File: src/rtl/adder_share_arbiter.sv
// Round-robin arbiter feeding one shared two-stage registered adder; results
// come back tagged with the index of the requester that issued them.
module adder_share_arbiter #(
  parameter int WIDTH   = 5,
  parameter int NUM_REQ = 4,
  parameter int ID_W    = 2
) (
  input  logic                     clk,
  input  logic                     rst_a,
  input  logic                     enable,
  input  logic [NUM_REQ-1:0]       req,
  input  logic [NUM_REQ*WIDTH-1:0] op_a,
  input  logic [NUM_REQ*WIDTH-1:0] op_b,
  output logic [NUM_REQ-1:0]       gnt,
  output logic                     sum_valid,
  output logic [WIDTH-1:0]         sum_data,
  output logic                     sum_carry,
  output logic [ID_W-1:0]          sum_id,
  input  logic                     sum_ready,
  output logic                     busy
);

  logic [ID_W-1:0]  ptr;
  logic             advance;
  logic             grant_any;
  logic [ID_W-1:0]  grant_idx;
  logic [ID_W-1:0]  ptr_next;
  logic [WIDTH-1:0] sel_a;
  logic [WIDTH-1:0] sel_b;

  logic             vld_p1;
  logic [WIDTH-1:0] a_p1;
  logic [WIDTH-1:0] b_p1;
  logic [ID_W-1:0]  id_p1;

  function automatic int scan_idx(input logic [ID_W-1:0] p, input int off);
    int i;
    i = int'(p) + off;
    if (i >= NUM_REQ) i -= NUM_REQ;
    return i;
  endfunction

  function automatic logic [WIDTH:0] add_carry(input logic [WIDTH-1:0] a,
                                               input logic [WIDTH-1:0] b);
    return {1'b0, a} + {1'b0, b};
  endfunction

  assign advance = enable & ~(sum_valid & ~sum_ready);
  assign busy    = vld_p1 | sum_valid;

  // Arbitration: first asserted request at or after ptr, wrapping at NUM_REQ-1
  always_comb begin
    gnt       = '0;
    grant_any = 1'b0;
    grant_idx = '0;
    if (rst_a && advance) begin
      for (int off = 0; off < NUM_REQ; off++) begin
        if (!grant_any && req[scan_idx(ptr, off)]) begin
          grant_any                  = 1'b1;
          grant_idx                  = ID_W'(scan_idx(ptr, off));
          gnt[scan_idx(ptr, off)]    = 1'b1;
        end
      end
    end
  end

  assign ptr_next = (int'(grant_idx) == NUM_REQ - 1) ? '0 : grant_idx + 1'b1;
  assign sel_a    = op_a[int'(grant_idx)*WIDTH +: WIDTH];
  assign sel_b    = op_b[int'(grant_idx)*WIDTH +: WIDTH];

  always_ff @(posedge clk) begin
    if (!rst_a) begin
      ptr       <= '0;
      vld_p1    <= 1'b0;
      a_p1      <= '0;
      b_p1      <= '0;
      id_p1     <= '0;
      sum_valid <= 1'b0;
      sum_data  <= '0;
      sum_carry <= 1'b0;
      sum_id    <= '0;
    end else if (advance) begin
      // Stage 1: capture the granted operand pair
      vld_p1 <= grant_any;
      if (grant_any) begin
        a_p1  <= sel_a;
        b_p1  <= sel_b;
        id_p1 <= grant_idx;
        ptr   <= ptr_next;
      end
      // Output stage: register the sum; data holds across bubbles
      sum_valid <= vld_p1;
      if (vld_p1) begin
        {sum_carry, sum_data} <= add_carry(a_p1, b_p1);
        sum_id                <= id_p1;
      end
    end
  end

endmodule

File: config.mk
export PLATFORM = sky130hd
export DESIGN_NAME = adder_share_arbiter
export DESIGN_NICKNAME = d
export VERILOG_FILES = /design/src/rtl/adder_share_arbiter.sv
export SDC_FILE = /design/constraint.sdc
export NUM_CORES = 1
export LEC_CHECK = 0
export CORE_ASPECT_RATIO = 0.7
export CORE_UTILIZATION = 46
export CTS_CLUSTER_SIZE = 8
export DETAILED_ROUTE_END_ITERATION = 6
export PLACE_DENSITY = 0.83
export SYNTH_ARGS = -nofsm -noshare
export SYNTH_HDL_FRONTEND = slang
export SYNTH_SLANG_ARGS = --single-unit
File: constraint.sdc
create_clock -name clk -period 3.9 [get_ports clk]
set_input_delay 0.78 -clock clk [delete_from_list [all_inputs] [get_ports clk]]
set_output_delay 0.78 -clock clk [all_outputs]
set_load 0.1 [all_outputs]
==> metrics, run 1 <==
setup_tns=0 ns; Net Sw Power=~0.55 mW; minimum clock period=roughly 3.7 ns; R2R Path Start=ptr[1]; synthesized cell area=approximately 0.0018 mm^2; #FFs+latches synth=24; multi-input logic area=0.00121 mm^2; Final Power=1.25 mW; power density cells=~500 mW/mm^2; peak supply drop=0.269 mV; # clock sinks=24; logic gate share of total power=0.600; initial antenna violation count=0; DRT antenna net count=0; via count=1,731; CTS Root Cell=clkbuf_8; setup slack, reg-to-reg=roughly 0.58 ns; Netlist cell types=38; Hold Buf Count CTS=0; Die Span Y=between 50 and 60 um; Via density=5.50; largest net degree at the start of global routing=23; clock power share=0.112; area leader, netlist=dfxtp_1; First-pass DRT Iterations=4; commonest non-fill, non-tap cell in the layout=clkdlybuf4s50_1; Crit Path Category=input pin to output pin; Register Area=around 480 um^2; unrepaired setup endpoints after global routing=false; drt drc=0; Antenna Cells=0; worst hold path type=flop to flop; nets=~330; ys flop type=dfxtp_1; core area=roughly 0.0036 mm^2; Fillers=between 200 and 300; wire per inst=around 13 um; aggregate routed wire length=about 4.1 mm; final number of hold-violating endpoints=0; Startpoint Class=input pin; Starting DRT DRC Count=77; most frequent cells in the layout=57 x clkdlybuf4s50_1, 26 x nand2_1, 24 x dfxtp_1; remaining global-route overflow=0; die width=between 70 and 80 um; Min Hold Slack=0.455 ns; global-route wire length before repair=~6.7 mm; Total GRT Usage=0.207; Max Fclk=around 0.27 GHz; synthesis-to-finish area growth=40.7%; Clock Pin Slew Worst Setup and Hold Paths=about 0.080 ns; Max Cap Violations=0; setup violators final=0; crit end category=output pin; DPL Wire Length=3.28 mm; CTS buffer count=3; period utilisation layout=0.954; largest fanout on the critical path=9; top-area cell type share of the netlist area=0.269; Clock Tree Buf Depth=2; Leak Pwr=between 1 and 1.5 nW; Syn Inst Count=between 200 and 250; Clock Latency Late Sink=0.26 ns; die area=roughly 0.0041 mm^2; CTS resizes=0; syn_nets=~270; Slew @ Worst Pin=around 0.97 ns; sequential fraction of the synthesis area=0.269; worst-case clock skew=0.00346 ns; Area contributors post-synth=dfxtp_1 27%, o211ai_1 8.8%, a21boi_0 6.3%; postcts setup bufs=0; Reg power frac=0.288; TritonCTS clock tree=built; P_int=0.696 mW; # rows=18; FF-to-FF End=b_p1[0]; Worst slew margin=0.350; Switching Fraction=0.442; H-tree levels=1; hold endpoint=id_p1[1]; RePlAce Congestion=0.865; vias in the first global route=roughly 1,500; Data arrival, critical path=approximately 3 ns; I/O pin count=62; number of synthesized flops with an enable pin=0; depth of the worst register-to-register path=8; asr flop ratio synth=0; Initial Util=0.493; Critical Path RT=3.12 ns; Mean Syn Cell Area=approximately 8.5 um^2; I/O Buffers=61; share of cells above drive strength 1=0.0943; Min-Delay Path Depth=2; outcome=finished clean; YS warnings=0; max-slew violations=0; Hold Startpoint=id_p1[1]
cell type report:
cell class	instances	share of cell area
inverters	4	0.00597
well taps	50	0.0249
repair buffers	68	0.279
flip-flops and latches	24	0.191
clock buffers	3	0.0164
multi-input cells	166	0.482
cells in the mapped netlist (2+ instances only):
cell type / instances
nand2_1: 26
dfxtp_1: 24
o211ai_1: 21
a21boi_0: 15
nor2_1: 12
mux2i_1: 11
and3_1: 10
ha_1: 9
clkbuf_1: 8
o21ai_0: 6
a22oi_1: 5
buf_2: 5
nor2b_1: 5
a21o_1: 4
a21oi_1: 4
a221oi_1: 4
inv_1: 4
mux4_2: 4
nand3_1: 4
and2_1: 3
buf_6: 3
nand2b_1: 3
o22ai_1: 3
xnor2_1: 2
xor2_1: 2
metal layers:
metal | track usage | share of wire
met5 | 0 | 0
met4 | 0.0224 | 0.0024
met3 | 0.0492 | 0.067
met2 | 0.336 | 0.42
met1 | 0.290 | 0.51
worst max-delay path, stage by stage:
cell and delay [ns]:
clkdlybuf4s50_1 0.53, mux4_2 0.62, or2_0 0.27, nor2_1 0.26, a221oi_1 0.14, nor2_2 0.15
buf_12 0.19
registers in the layout (all words and copies together), names as in the netlist:
signal     cells
a_p1           5
ptr            2
b_p1           5
id_p1          2
sum_data       5
sum_id         2
sum_carry      1
vld_p1         1
sum_valid      1
stage by stage:
step / setup slack (ns) / cells / area (um^2) / util
after floorplan: 0.102 / 210 / 1800 / -
after global placement: 0.277 / 312 / 2470 / 0.683
after detailed placement: 0.203 / 312 / 2470 / 0.683
after CTS: 0.196 / 315 / 2520 / 0.694
after global routing: 0.0337 / 315 / 2520 / 0.694
final: 0.181 / 315 / 2520 / 0.694
cells by family (layout without fill, tap and decap cells):
kind of cell             count (synthesis)  count (layout)  synth area share
XOR/XNOR                                 4               4            0.0196
adder cells (fa/ha/maj)                 10              10            0.0742
AO/OA/AOI/OAI                           68              68             0.274
flip-flops                              24              24             0.269
buffers and inverters                   20              75            0.0581
multiplexers                            16              16             0.118
AND/OR/NAND/NOR                         68              68             0.188
how the worst max path moves through the flow:
stage | startpoint | to | slack [ns] | cells past startpoint
2_1_floorplan | ptr[0] | gnt[0] | 0.10 | 9
3_3_place_gp | req[0] | gnt[0] | 0.28 | 7
3_5_place_dp | req[2] | gnt[1] | 0.20 | 7
4_1_cts | req[2] | gnt[1] | 0.20 | 7
5_1_grt | ptr[1] | gnt[1] | 0.03 | 8
6_report | req[0] | gnt[0] | 0.18 | 7
power by group through the flow:
stage	clock (mW)	combinational, mW	sequential, mW
after global placement	0	0.730	0.364
after floorplan	0	0.503	0.422
after global routing	0.155	0.817	0.369
after detailed placement	0	0.742	0.366
after CTS	0.143	0.745	0.360
final	0.140	0.748	0.360
No activity file was read; power rests on OpenSTA's default activity.
==> run 2: changes to the inputs <==
PLACE_DENSITY = not set   (was 0.83)
PLACE_DENSITY_LB_ADDON = 0.3   (was not set)
==> run 2 against run 1 <==
Cell count did not move. Maximum frequency fell by 0.40%. Sequential power barely moved. Highest routed layer unchanged. Core utilization rose by 0.24 points. Largest cell class unchanged. Worst setup slack got worse by 0.015 ns. Design area rose by 0.35%. Die area did not move.
==> metrics, run 2 (synthesis results as in run 1) <==
outcome=finished clean; logic gate share of total power=0.587; Slew @ Worst Pin=0.968 ns; largest net degree at the start of global routing=23; aggregate routed wire length=around 4.0 mm; die area=slightly above 0.004 mm^2; RePlAce Congestion=about 0.83; # rows=18; Startpoint Class=flop; I/O pin count=62; remaining global-route overflow=0; R2R Path Start=ptr[1]; Final Power=1.27 mW; Reg power frac=0.286; Clock Pin Slew Worst Setup and Hold Paths=~0.08 ns; Max Cap Violations=0; worst setup margin=around 0.17 ns; setup slack, reg-to-reg=about 0.5 ns; dpl cell area=~0.0025 mm^2; power density cells=502 mW/mm^2; core area=0.00363 mm^2; worst slack, placed=about 0.2 ns; setup violators final=0; peak supply drop=about 0.28 mV; CTS Root Cell=clkbuf_8; Starting DRT DRC Count=around 100; minimum clock period=between 3 and 4 ns; Initial Util=0.493; Min-Delay Path Depth=2; Crit Path Category=flop to output pin; commonest non-fill, non-tap cell in the layout=clkdlybuf4s50_1; most frequent cells in the layout=57 x clkdlybuf4s50_1, 26 x nand2_1, 24 x dfxtp_1; synthesis-to-finish area growth=41.2%; max-slew violations=0; depth of the worst register-to-register path=8; period utilisation layout=0.958; TritonCTS clock tree=built; Regs by FF count=a_p1 x5, b_p1 x5, sum_data x5; worst setup path end=gnt[0]; wire per inst=roughly 13 um; critical path launch point=ptr[1]; CTS buffer count=3; biggest cell delay along the critical path=0.64 ns; Net Sw Power=0.550 mW; worst-case clock skew=roughly 0.0022 ns; worst hold path type=flop to flop; H-tree levels=1; Switching Fraction=0.434; DPL Wire Length=~3.2 mm; # clock sinks=24; Clock Latency Late Sink=about 0.26 ns; Leak Pwr=roughly 1 nW; nets=324; Data arrival, critical path=~3.0 ns; non-filler cells, final=between 300 and 400; final number of hold-violating endpoints=0; Critical Path RT=between 3 and 4 ns; DRT antenna net count=0; unrepaired setup endpoints after global routing=false; Antenna Cells=0; via count=1,723; final instance area=0.00252 mm^2; vias in the first global route=1,456; Worst slew margin=0.353; Total GRT Usage=0.205; Hold Startpoint=id_p1[1]; First-pass DRT Iterations=4; crit end category=output pin; Clock Tree Buf Depth=2; FF-to-FF End=b_p1[0]; initial antenna violation count=0; largest fanout on the critical path=9; drt drc=0; clock power share=0.128; Fillers=299; I/O Buffers=61; Worst path slowest cell=mux4_2; P_int=around 0.72 mW; Cell Count Post-Placement=311; setup_tns=0 ns; Max Fclk=between 0.2 and 0.3 GHz; Via density=5.47; global-route wire length before repair=roughly 6.7 mm; share of cells above drive strength 1=0.0981; worst-path cell chain=inv_1 -> ha_1 -> mux4_2 -> or2_0 -> nor2_1 -> a221oi_1 -> nor2_2 -> buf_12; Die Span Y=approximately 54 um; die width=about 77 um
[run 2: cell types whose count changed in the layout (fill, tap and decap cells not counted), sizes merged]
cell,delta
buf,-1
clkbuf,+1
[run 2: power by group through the flow]
stage | clock network [mW] | logic, mW | registers [mW]
floorplan | 0 | 0.503 | 0.422
global placement | 0 | 0.725 | 0.365
detailed placement | 0 | 0.737 | 0.367
global route | 0.178 | 0.818 | 0.371
finish | 0.162 | 0.743 | 0.362
CTS | 0.166 | 0.740 | 0.361
[run 2: repair_timing]
| item | in CTS | in global routing |
|---|---|---|
| buffers inserted | 0 | 0 |
| resized for setup | 0 | 1 |
| hold buffers | 0 | 0 |
| setup endpoints to repair | 0 | 2 |
[run 2: how the worst min path moves through the flow]
stage	endpoint	slack, ns
after floorplan	id_p1[1]	0.42
after global placement	id_p1[1]	0.43
after detailed placement	id_p1[1]	0.44
after CTS	id_p1[1]	0.46
after global routing	id_p1[1]	0.47
final	id_p1[1]	0.46
[run 2: critical path: cells and delay by family (launching register included)]
kind,cells,cell delay [ns]
multiplexers,1,0.64
AND/OR/NAND/NOR,3,0.66
buffers and inverters,2,0.35
flip-flops,1,0.49
AO/OA/AOI/OAI,1,0.14
adder cells (fa/ha/maj),1,0.41
[run 2: area by class of cell]
| class | instances | area [um^2] | area share |
|---|---|---|---|
| inverters | 4 | 15.0 | 0.00595 |
| flip-flops and latches | 24 | 480 | 0.190 |
| multi-input cells | 166 | 1220 | 0.482 |
| well taps | 50 | 62.6 | 0.0248 |
| clock buffers | 4 | 55.1 | 0.0218 |
| repair buffers | 67 | 696 | 0.276 |
[run 2: metrics by stage]
step	util	hold WS [ns]
2_1_floorplan	-	0.423
3_3_place_gp	0.680	0.432
3_5_place_dp	0.680	0.443
4_1_cts	0.696	0.455
5_1_grt	0.696	0.468
6_report	0.696	0.457
[run 2: layer usage]
metal  share of wire  track usage  wire, um
met5               0            0         0
met4          0.0010       0.0128         4
met3           0.071       0.0458       284
met2            0.41        0.324      1630
met1            0.52        0.297      2090
==> run 3: changes to the inputs <==
CORE_MARGIN = 3   (was not set)
==> run 3 against run 2 <==
Sequential power barely moved. Clock-buffer cell count did not move. Worst hold slack improved by 0.0095 ns. Maximum frequency rose by 2.2%. Non-clock buffer count did not move. Register-to-register slack improved by 0.03 ns. Worst setup slack improved by 0.082 ns. Wire length rose by 4.0%. First-iteration DRC count fell by 46%. Clock skew barely moved.
==> metrics, run 3 (synthesis results as in run 1) <==
outcome=finished clean; peak supply drop=roughly 0.27 mV; Via density=roughly 5.4; drt drc=0; critical path's top delay family=multiplexers; DPL Wire Length=~3.3 mm; minimum clock period=3.65 ns; Die Span Y=58.2 um; largest net degree at the start of global routing=23; Worst path slowest cell=mux4_2; CTS resizes=0; Clock Pin Slew Worst Setup and Hold Paths=around 0.08 ns; CTS Root Cell=clkbuf_8; core area=approximately 0.0036 mm^2; remaining global-route overflow=0; TritonCTS clock tree=built; die width=between 80 and 90 um; crit end category=output pin; commonest non-fill, non-tap cell in the layout=clkdlybuf4s50_1; via count=approximately 1,700; critical path launch point=ptr[1]; worst-path cell chain=inv_1 -> ha_1 -> mux4_2 -> or2_0 -> nor2_2 -> a221oi_1 -> nor2_2 -> buf_12; crit-path most repeated cell=nor2_2; RePlAce Congestion=between 0.8 and 0.9; setup violators final=0; most frequent cells in the layout=57 x clkdlybuf4s50_1, 26 x nand2_1, 24 x dfxtp_1; unrepaired setup endpoints after global routing=false; Slew @ Worst Pin=~0.97 ns; Worst slew margin=0.349; # rows=18; R2R Path Start=ptr[1]; wire per inst=between 10 and 15 um; First-pass DRT Iterations=4; vias in the first global route=between 1,000 and 1,500; CTS buffer count=3; aggregate routed wire length=about 4.2 mm; initial antenna violation count=0; period utilisation layout=0.937; Crit Path Category=flop to output pin; worst hold path type=flop to flop; nets=roughly 320; global-route wire length before repair=roughly 7 mm; worst-case clock skew=roughly 0.0024 ns; I/O Buffers=between 60 and 70; biggest cell delay along the critical path=about 0.65 ns; H-tree levels=1; largest fanout on the critical path=9; postcts setup bufs=0; Data arrival, critical path=2.87 ns; Clock Tree Buf Depth=2; Max Cap Violations=0; share of cells above drive strength 1=0.102; Max Fclk=about 0.27 GHz; Hold Startpoint=id_p1[1]; Worst Path Buf+Inv=2; Final Power=roughly 1.3 mW; Initial Util=0.493; Startpoint Class=flop; Leak Pwr=1.03 nW; Hold Buf Count CTS=0; die area=roughly 0.0047 mm^2; # clock sinks=24; I/O pin count=a little over 60; DRT antenna net count=0; setup_tns=0 ns; max-slew violations=0; final number of hold-violating endpoints=0; Starting DRT DRC Count=56; Fillers=297; synthesis-to-finish area growth=41.4%; Critical Path RT=approximately 3.1 ns; Regs by FF count=a_p1 x5, b_p1 x5, sum_data x5; Clock Latency Late Sink=between 0.2 and 0.3 ns; power density cells=just over 500 mW/mm^2; Antenna Cells=0; Total GRT Usage=0.186
[run 3: cell types whose count changed in the layout (fill, tap and decap cells not counted)]
cell / delta
nor2_1: -1
nor2_2: +1
[run 3: area by class of cell]
class / count / area [um^2] / area share
Tap cell: 50 / 62.6 / 0.0248
Sequential cell: 24 / 480 / 0.190
Timing Repair Buffer: 67 / 696 / 0.275
Multi-Input combinational cell: 166 / 1220 / 0.482
Inverter: 4 / 15.0 / 0.00594
Clock buffer: 4 / 55.1 / 0.0218
[run 3: path summary, 6_finish.rpt]
| kind | slack (ns) | end | cells after the start |
|---|---|---|---|
| min | 0.47 | id_p1[1] | 2 |
| max | 0.25 | gnt[2] | 8 |
| min reg2reg | 0.47 | id_p1[1] | 2 |
| max reg2reg | 0.54 | a_p1[3] | 8 |
[run 3: where the power goes]
part / total, mW / internal [mW] / switching [mW]
Clock: 0.164 / 0.0900 / 0.0740
Combinational: 0.752 / 0.317 / 0.435
Sequential: 0.360 / 0.311 / 0.0488
Total: 1.28 / 0.718 / 0.558
[run 3: per-stage QoR]
stage,hold WS (ns),util,cell area [um^2],setup WS [ns],std cells
finish,0.466,0.697,2530,0.247,315
global route,0.488,0.697,2530,0.0729,315
CTS,0.462,0.696,2520,0.177,315
detailed placement,0.451,0.680,2470,0.217,311
global placement,0.436,0.680,2470,0.276,311
floorplan,0.423,-,1800,0.102,210
[run 3: tightest hold or removal path, cell delays in order (launching register included)]
cell     delay [ns]
dfxtp_1        0.32
nand2_1        0.06
nand2_1        0.05
[run 3: per-layer routing]
| layer | global-route usage | routed length (um) |
|---|---|---|
| met1 | 0.278 | 1980 |
| met2 | 0.277 | 1750 |
| met3 | 0.0450 | 425 |
| met4 | 0.0289 | 11 |
| met5 | 0 | 0 |
